[src/rtl/dma_fifo_ctrl.sv]
// Single-channel DMA controller: a fill engine moves source reads into the FIFO, and a drain
// engine moves FIFO words out to destination writes. Both engines run from one clocked block.
module dma_fifo_ctrl #(
  parameter int unsigned DATA_WIDTH = 32,
  parameter int unsigned ADDR_WIDTH = 32,
  parameter int unsigned LEN_WIDTH  = 16
) (
  input  logic                  clk,
  input  logic                  rst,
  input  logic                  start,
  input  logic                  abort,
  input  logic [ADDR_WIDTH-1:0] src_addr,
  input  logic [ADDR_WIDTH-1:0] dst_addr,
  input  logic [LEN_WIDTH-1:0]  len,
  output logic                  busy,
  output logic                  done,
  output logic                  aborted,
  output logic                  rd_req,
  output logic [ADDR_WIDTH-1:0] rd_addr,
  input  logic                  rd_ack,
  input  logic [DATA_WIDTH-1:0] rd_data,
  output logic                  wr_req,
  output logic [ADDR_WIDTH-1:0] wr_addr,
  output logic [DATA_WIDTH-1:0] wr_data,
  input  logic                  wr_ack,
  output logic                  fifo_wen,
  output logic [DATA_WIDTH-1:0] fifo_wdata,
  input  logic                  fifo_full,
  output logic                  fifo_ren,
  input  logic [DATA_WIDTH-1:0] fifo_rdata,
  input  logic                  fifo_empty
);

  localparam logic [ADDR_WIDTH-1:0] Step = ADDR_WIDTH'(DATA_WIDTH / 8);
  localparam logic [LEN_WIDTH-1:0]  One  = LEN_WIDTH'(1);

  typedef enum logic [1:0] {FIdle, FWait, FReq, FPush} fill_e;
  typedef enum logic [2:0] {DIdle, DWait, DPop, DWr, DFlush} drain_e;

  fill_e                fill_st_q;
  drain_e               drain_st_q;
  logic [LEN_WIDTH-1:0] fill_cnt_q;
  logic [LEN_WIDTH-1:0] drain_cnt_q;
  logic                 abort_q;
  logic                 abort_act;

  // Abort is live only during an active transfer, not in its final done/aborted cycle.
  always_comb begin
    abort_act = abort_q | (abort & busy & ~done & ~aborted);
  end

  always_ff @(posedge clk) begin
    if (rst) begin
      busy        <= 1'b0;
      done        <= 1'b0;
      aborted     <= 1'b0;
      rd_req      <= 1'b0;
      rd_addr     <= '0;
      wr_req      <= 1'b0;
      wr_addr     <= '0;
      wr_data     <= '0;
      fifo_wen    <= 1'b0;
      fifo_wdata  <= '0;
      fifo_ren    <= 1'b0;
      fill_st_q   <= FIdle;
      drain_st_q  <= DIdle;
      fill_cnt_q  <= '0;
      drain_cnt_q <= '0;
      abort_q     <= 1'b0;
    end else begin
      done    <= 1'b0;
      aborted <= 1'b0;
      if (!busy) begin
        if (start) begin
          busy        <= 1'b1;
          rd_addr     <= src_addr;
          wr_addr     <= dst_addr;
          fill_cnt_q  <= len;
          drain_cnt_q <= len;
          if (abort) begin
            aborted <= 1'b1;
          end else if (len == '0) begin
            done <= 1'b1;
          end else begin
            fill_st_q  <= FWait;
            drain_st_q <= DWait;
          end
        end
      end else if (done || aborted) begin
        busy    <= 1'b0;
        abort_q <= 1'b0;
      end else begin
        abort_q <= abort_act;

        unique case (fill_st_q)
          FIdle: ;
          FWait: begin
            if (abort_act) begin
              fill_st_q <= FIdle;
            end else if (!fifo_full && !fifo_wen) begin
              fill_st_q <= FReq;
              rd_req    <= 1'b1;
            end
          end
          FReq: begin
            // A pending read is always completed; under abort its data is dropped.
            if (rd_ack) begin
              rd_req <= 1'b0;
              if (abort_act) begin
                fill_st_q <= FIdle;
              end else begin
                fifo_wdata <= rd_data;
                fifo_wen   <= 1'b1;
                fill_st_q  <= FPush;
              end
            end
          end
          FPush: begin
            fifo_wen   <= 1'b0;
            rd_addr    <= rd_addr + Step;
            fill_cnt_q <= fill_cnt_q - One;
            if (fill_cnt_q == One || abort_act) begin
              fill_st_q <= FIdle;
            end else begin
              fill_st_q <= FWait;
            end
          end
        endcase

        unique case (drain_st_q)
          DIdle: ;
          DWait: begin
            if (abort_act) begin
              drain_st_q <= DFlush;
            end else if (!fifo_empty && !fifo_ren) begin
              drain_st_q <= DPop;
              fifo_ren   <= 1'b1;
            end
          end
          DPop: begin
            fifo_ren <= 1'b0;
            wr_data  <= fifo_rdata;
            if (abort_act) begin
              drain_st_q <= DFlush;
            end else begin
              drain_st_q <= DWr;
              wr_req     <= 1'b1;
            end
          end
          DWr: begin
            if (wr_ack) begin
              wr_req      <= 1'b0;
              wr_addr     <= wr_addr + Step;
              drain_cnt_q <= drain_cnt_q - One;
              if (drain_cnt_q == One) begin
                drain_st_q <= DIdle;
                done       <= 1'b1;
              end else if (abort_act) begin
                drain_st_q <= DFlush;
              end else begin
                drain_st_q <= DWait;
              end
            end
          end
          DFlush: begin
            // Pop every other cycle so the empty flag is re-read after each pop settles.
            if (fifo_ren) begin
              fifo_ren <= 1'b0;
            end else if (!fifo_empty) begin
              fifo_ren <= 1'b1;
            end else if (fill_st_q == FIdle) begin
              drain_st_q <= DIdle;
              aborted    <= 1'b1;
            end
          end
          default: drain_st_q <= DIdle;
        endcase
      end
    end
  end

endmodule

[config.mk]
export PLATFORM = sky130hd
export DESIGN_NAME = dma_fifo_ctrl
export DESIGN_NICKNAME = d
export VERILOG_FILES = /design/src/rtl/dma_fifo_ctrl.sv
export SDC_FILE = /design/constraint.sdc
export NUM_CORES = 1
export LEC_CHECK = 0
export CAP_MARGIN = 20
export CORE_MARGIN = 4
export CORE_UTILIZATION = 60
export DETAILED_ROUTE_END_ITERATION = 7
export DONT_BUFFER_PORTS = 1
export GPL_ROUTABILITY_DRIVEN = 1
export PLACE_DENSITY = 0.81
export SLEW_MARGIN = 10
export SYNTH_ARGS = -nofsm -noshare
export SYNTH_HDL_FRONTEND = slang
export SYNTH_SLANG_ARGS = --single-unit
[constraint.sdc]
create_clock -name clk -period 3.32 [get_ports clk]
set_input_delay 0.996 -clock clk [delete_from_list [all_inputs] [get_ports clk]]
set_output_delay 0.996 -clock clk [all_outputs]
set_load 0.1 [all_outputs]
==> results.py <==
metrics = {
    "status": {
        "outcome": "complete, no violations",
    },
    "pwr": {
        "leakage_nw": 3.665,
        "cellPowerDensity_nw_per_um2": 550.4,
        "ir_drop_mv": 0.3490,
    },
    "timing": {
        "clock-skew-final_ns": 0.01127,
        "timing_hold_violations_final": 0,
        "maxSlewHeadroom": 0.2500,
        "setup_total_negative_slack_ns": 0,
        "worst_slew_pin_slew_ns": 1.123,
        "timing.final.setup_violations": 0,
        "crit_path_time_final_ns": 2.575,
        "setup_slack_ns": 0.7451,
        "drv_slew": 0,
        "min_period_over_period": 0.7756,
        "grt_setup_unrepaired": "false",
        "achievable-frequency_mhz": 388.4,
    },
    "route": {
        "viasPerCell": 6.484,
        "drt_iter0_markers": 754,
        "totalWireLength_um": 25090,
        "antenna_violating_nets_post_route": 0,
        "detail_route.first_pass.iterations": 8,
        "wl_per_cell_um": 19.01,
        "vias_post_dr": 8559,
        "drt_drc_violations_left": 0,
    },
    "synthesis": {
        "synth_compound_gate_area_share": 0.2187,
        "postSynthNetCount": 1269,
        "dominantRegCellSynth": "sky130_fd_sc_hd__dfxtp_1",
        "netlist_area_um2": 8772,
        "share_of_async_settable_or_async_resettable_flops_after_synthesis": 0,
        "gate_count_post_synth": 1107,
        "parity_gate_share_of_the_synthesized_area_counting_xor_and_xnor_cells": 0.0009984,
        "portion_of_the_post_synthesis_area_used_by_sequential_elements": 0.3948,
        "synth_cell_type_count": 69,
        "ys_seq_elements": 173,
        "synth-warning-count": 0,
        "synth_enable_flop_cells": 0,
        "synth_area_per_cell_um2": 7.924,
        "synth_top_family_by_area": "simple AND/OR/NAND/NOR gates",
        "synth_simple_gate_area_share": 0.2513,
        "synth_adder_area_share": 0.01426,
        "synthMuxAreaShare": 0.07331,
    },
    "clocking": {
        "worst_setup_hold_path_clk_slew_ns": 0.07,
        "postcts_setup_bufs": 0,
        "post_cts.resized_instances": 0,
        "cts_made_buffers": 17,
        "tritoncts": "built",
        "cell_at_the_root_of_the_clock_tree": "sky130_fd_sc_hd__clkbuf_16",
        "cts.path.max_buffers": 2,
        "clkSinkCount": 173,
        "clock_tree.htree_level_count": 4,
        "cts_hold_repair.buffers": 0,
        "worst_skew_pair.late_latency_ns": 0.42,
    },
    "setup_path": {
        "data_arrival_at_the_endpoint_of_the_critical_path_ns": 2.90,
        "setup.worst_path.class": "flip-flop to flip-flop",
        "timing.critical_path.from_type": "flip-flop",
        "worst-endpoint-required_ns": 3.64,
        "type_of_destination_of_the_critical_path": "flip-flop",
        "crit_path_max_fanout": 32,
    },
    "floorplanning": {
        "initial_core_utilization": 0.6223,
        "chipHeight_um": 128.9,
        "die_w_um": 128.9,
        "die-area_um2": 16620,
        "core_region_area_um2": 14100,
        "io-pin-count": 287,
        "rows": 43,
    },
    "global_route": {
        "grt_use_total": 0.2876,
        "antenna_found_initial": 0,
        "largest_net_degree_at_the_start_of_global_routing": 154,
        "grt_first_pass_wirelength_um": 39430,
        "via_count_of_the_first_global_routing_pass": 7830,
        "globalRouteOverflowTotal": 0,
    },
    "final_layout": {
        "multiInputGateArea_um2": 4930,
        "final_layout_size_suffix_gt1_frac": 0.1193,
        "sequential_cell_area_um2": 3467,
        "layout.filler_cells": 1162,
        "syn_to_final_growth_pct": 13.05,
        "layout.cells.non_filler": 1320,
        "final_nets": 1289,
        "antennaDiodeCount": 0,
    },
    "placed_design": {
        "placed_cells": 1288,
        "placement.io_buffers": 0,
        "pre_cts_ws_ns": 0.6778,
        "dp_hpwl_um": 17480,
        "gpl.final_weighted_congestion": 1.006,
    },
    "min_path": {
        "timing.hold.worst.class": "flip-flop to flip-flop",
    },
    "job": {
        "max-cap-violations": 0,
    },
}
==> critical path, stage by stage, from the launching register on <==
cell and delay, ns:
sky130_fd_sc_hd__dfxtp_4 0.57, sky130_fd_sc_hd__or3b_1 0.55, sky130_fd_sc_hd__o31ai_4 0.64, sky130_fd_sc_hd__buf_12 0.26, sky130_fd_sc_hd__o221ai_1 0.16, sky130_fd_sc_hd__a311oi_1 0.28
==> synth_stat cells, drive strengths merged (18+ instances only) <==
cell,n,area [um2]
inv,19,71.32
a211oi,18,135.1
nor4,28,181.4
nor2,120,450.4
nor3,43,215.2
dfxtp,173,3463
clkbuf,67,251.5
mux2i,62,620.6
a22oi,33,247.7
o21ai,59,295.3
o22ai,26,162.7
a21oi,82,410.4
nand2,134,503.0
nand3,41,205.2
nand4,18,112.6
==> final cells by class <==
cell class,count,share of cell area
clock buffer,18,0.04328
clock inverter,14,0.01476
inverter,19,0.007192
multi-input combinational,833,0.4971
sequential,173,0.3496
tap,180,0.02271
timing repair buffer,83,0.06535
==> logic make-up (layout without fill, tap and decap cells) <==
| family | after synthesis | after routing |
|---|---|---|
| simple gates | 459 | 459 |
| compound gates | 299 | 299 |
| flops | 173 | 173 |
| buf+inv | 101 | 134 |
| mux | 64 | 64 |
| fa+ha+maj | 10 | 10 |
| xor+xnor | 1 | 1 |
==> registers in the layout, summed over array words and instances, names as in the netlist, 2 cells and up <==
register / cells
wr_data: 32
rd_addr: 32
fill_cnt_q: 16
fill_st_q: 2
wr_addr: 32
fifo_wdata: 32
drain_cnt_q: 16
drain_st_q: 3
==> report_power, final <==
part           internal [mW]  switching (mW)
Combinational          0.321           0.840
Sequential              2.18           0.177
Clock                   1.00           0.937
==> metrics by stage <==
stage | instance area [um2] | utilization | hold slack [ns] | total power, mW
6_report | 9917 | 0.7035 | 0.4745 | 5.459
5_1_grt | 9917 | 0.7035 | 0.4916 | 5.680
4_1_cts | 9917 | 0.7035 | 0.4718 | 5.470
3_5_place_dp | 9341 | 0.6627 | 0.4626 | 3.552
3_3_place_gp | 9341 | 0.6627 | 0.4545 | 3.533
2_1_floorplan | 8772 | - | 0.4493 | 3.327
==> per-layer routing <==
layer / share of wire / routed length [um] / vias to the layer above / global-route usage
met3: 0.097 / 2430 / 32 / 0.08302
met2: 0.48 / 12060 / 393 / 0.4643
met4: 0.015 / 387 / 0 / 0.08277
li1: - / - / 4106 / -
met5: 0 / 0 / - / 0
met1: 0.41 / 10220 / 4028 / 0.3761
==> final timing paths <==
path	start	to	slack, ns	depth (start not counted)
setup / recovery	busy$_SDFF_PP0_	wr_addr[11]$_SDFFE_PP0P_	0.75	5
hold / removal	fill_cnt_q[11]$_SDFFE_PP0P_	fill_cnt_q[11]$_SDFFE_PP0P_	0.47	2
setup reg to reg	busy$_SDFF_PP0_	wr_addr[11]$_SDFFE_PP0P_	0.75	5
hold reg to reg	fill_cnt_q[11]$_SDFFE_PP0P_	fill_cnt_q[11]$_SDFFE_PP0P_	0.47	2
==> cells in the final DEF (no fill, tap or decap), types with 4 or more instances in the layout <==
master	netlist	routed
sky130_fd_sc_hd__a211oi_1	18	18
sky130_fd_sc_hd__a21o_1	6	6
sky130_fd_sc_hd__a21oi_1	82	82
sky130_fd_sc_hd__a221oi_1	5	5
sky130_fd_sc_hd__a222oi_1	5	5
sky130_fd_sc_hd__a22oi_1	33	33
sky130_fd_sc_hd__a31oi_1	16	16
sky130_fd_sc_hd__and2_1	5	5
sky130_fd_sc_hd__and3_1	11	11
sky130_fd_sc_hd__buf_4	1	81
sky130_fd_sc_hd__clkbuf_16	0	17
sky130_fd_sc_hd__clkinv_4	0	4
sky130_fd_sc_hd__dfxtp_1	173	172
sky130_fd_sc_hd__ha_1	10	10
sky130_fd_sc_hd__inv_1	19	19
sky130_fd_sc_hd__inv_8	0	4
sky130_fd_sc_hd__mux2i_1	62	62
sky130_fd_sc_hd__nand2_1	134	134
sky130_fd_sc_hd__nand2b_1	6	6
sky130_fd_sc_hd__nand3_1	41	41
sky130_fd_sc_hd__nand4_1	18	18
sky130_fd_sc_hd__nor2_1	120	119
sky130_fd_sc_hd__nor2b_1	12	11
sky130_fd_sc_hd__nor3_1	43	42
sky130_fd_sc_hd__nor4_1	27	27
sky130_fd_sc_hd__o211ai_1	5	5
sky130_fd_sc_hd__o21a_1	7	7
sky130_fd_sc_hd__o21ai_0	59	59
sky130_fd_sc_hd__o221ai_1	5	5
sky130_fd_sc_hd__o22ai_1	26	26
sky130_fd_sc_hd__o31a_1	5	4
sky130_fd_sc_hd__or2_2	7	7
sky130_fd_sc_hd__or3_1	7	7
sky130_fd_sc_hd__or4_1	7	7
Note: power is estimated with default switching activity, not from simulation.
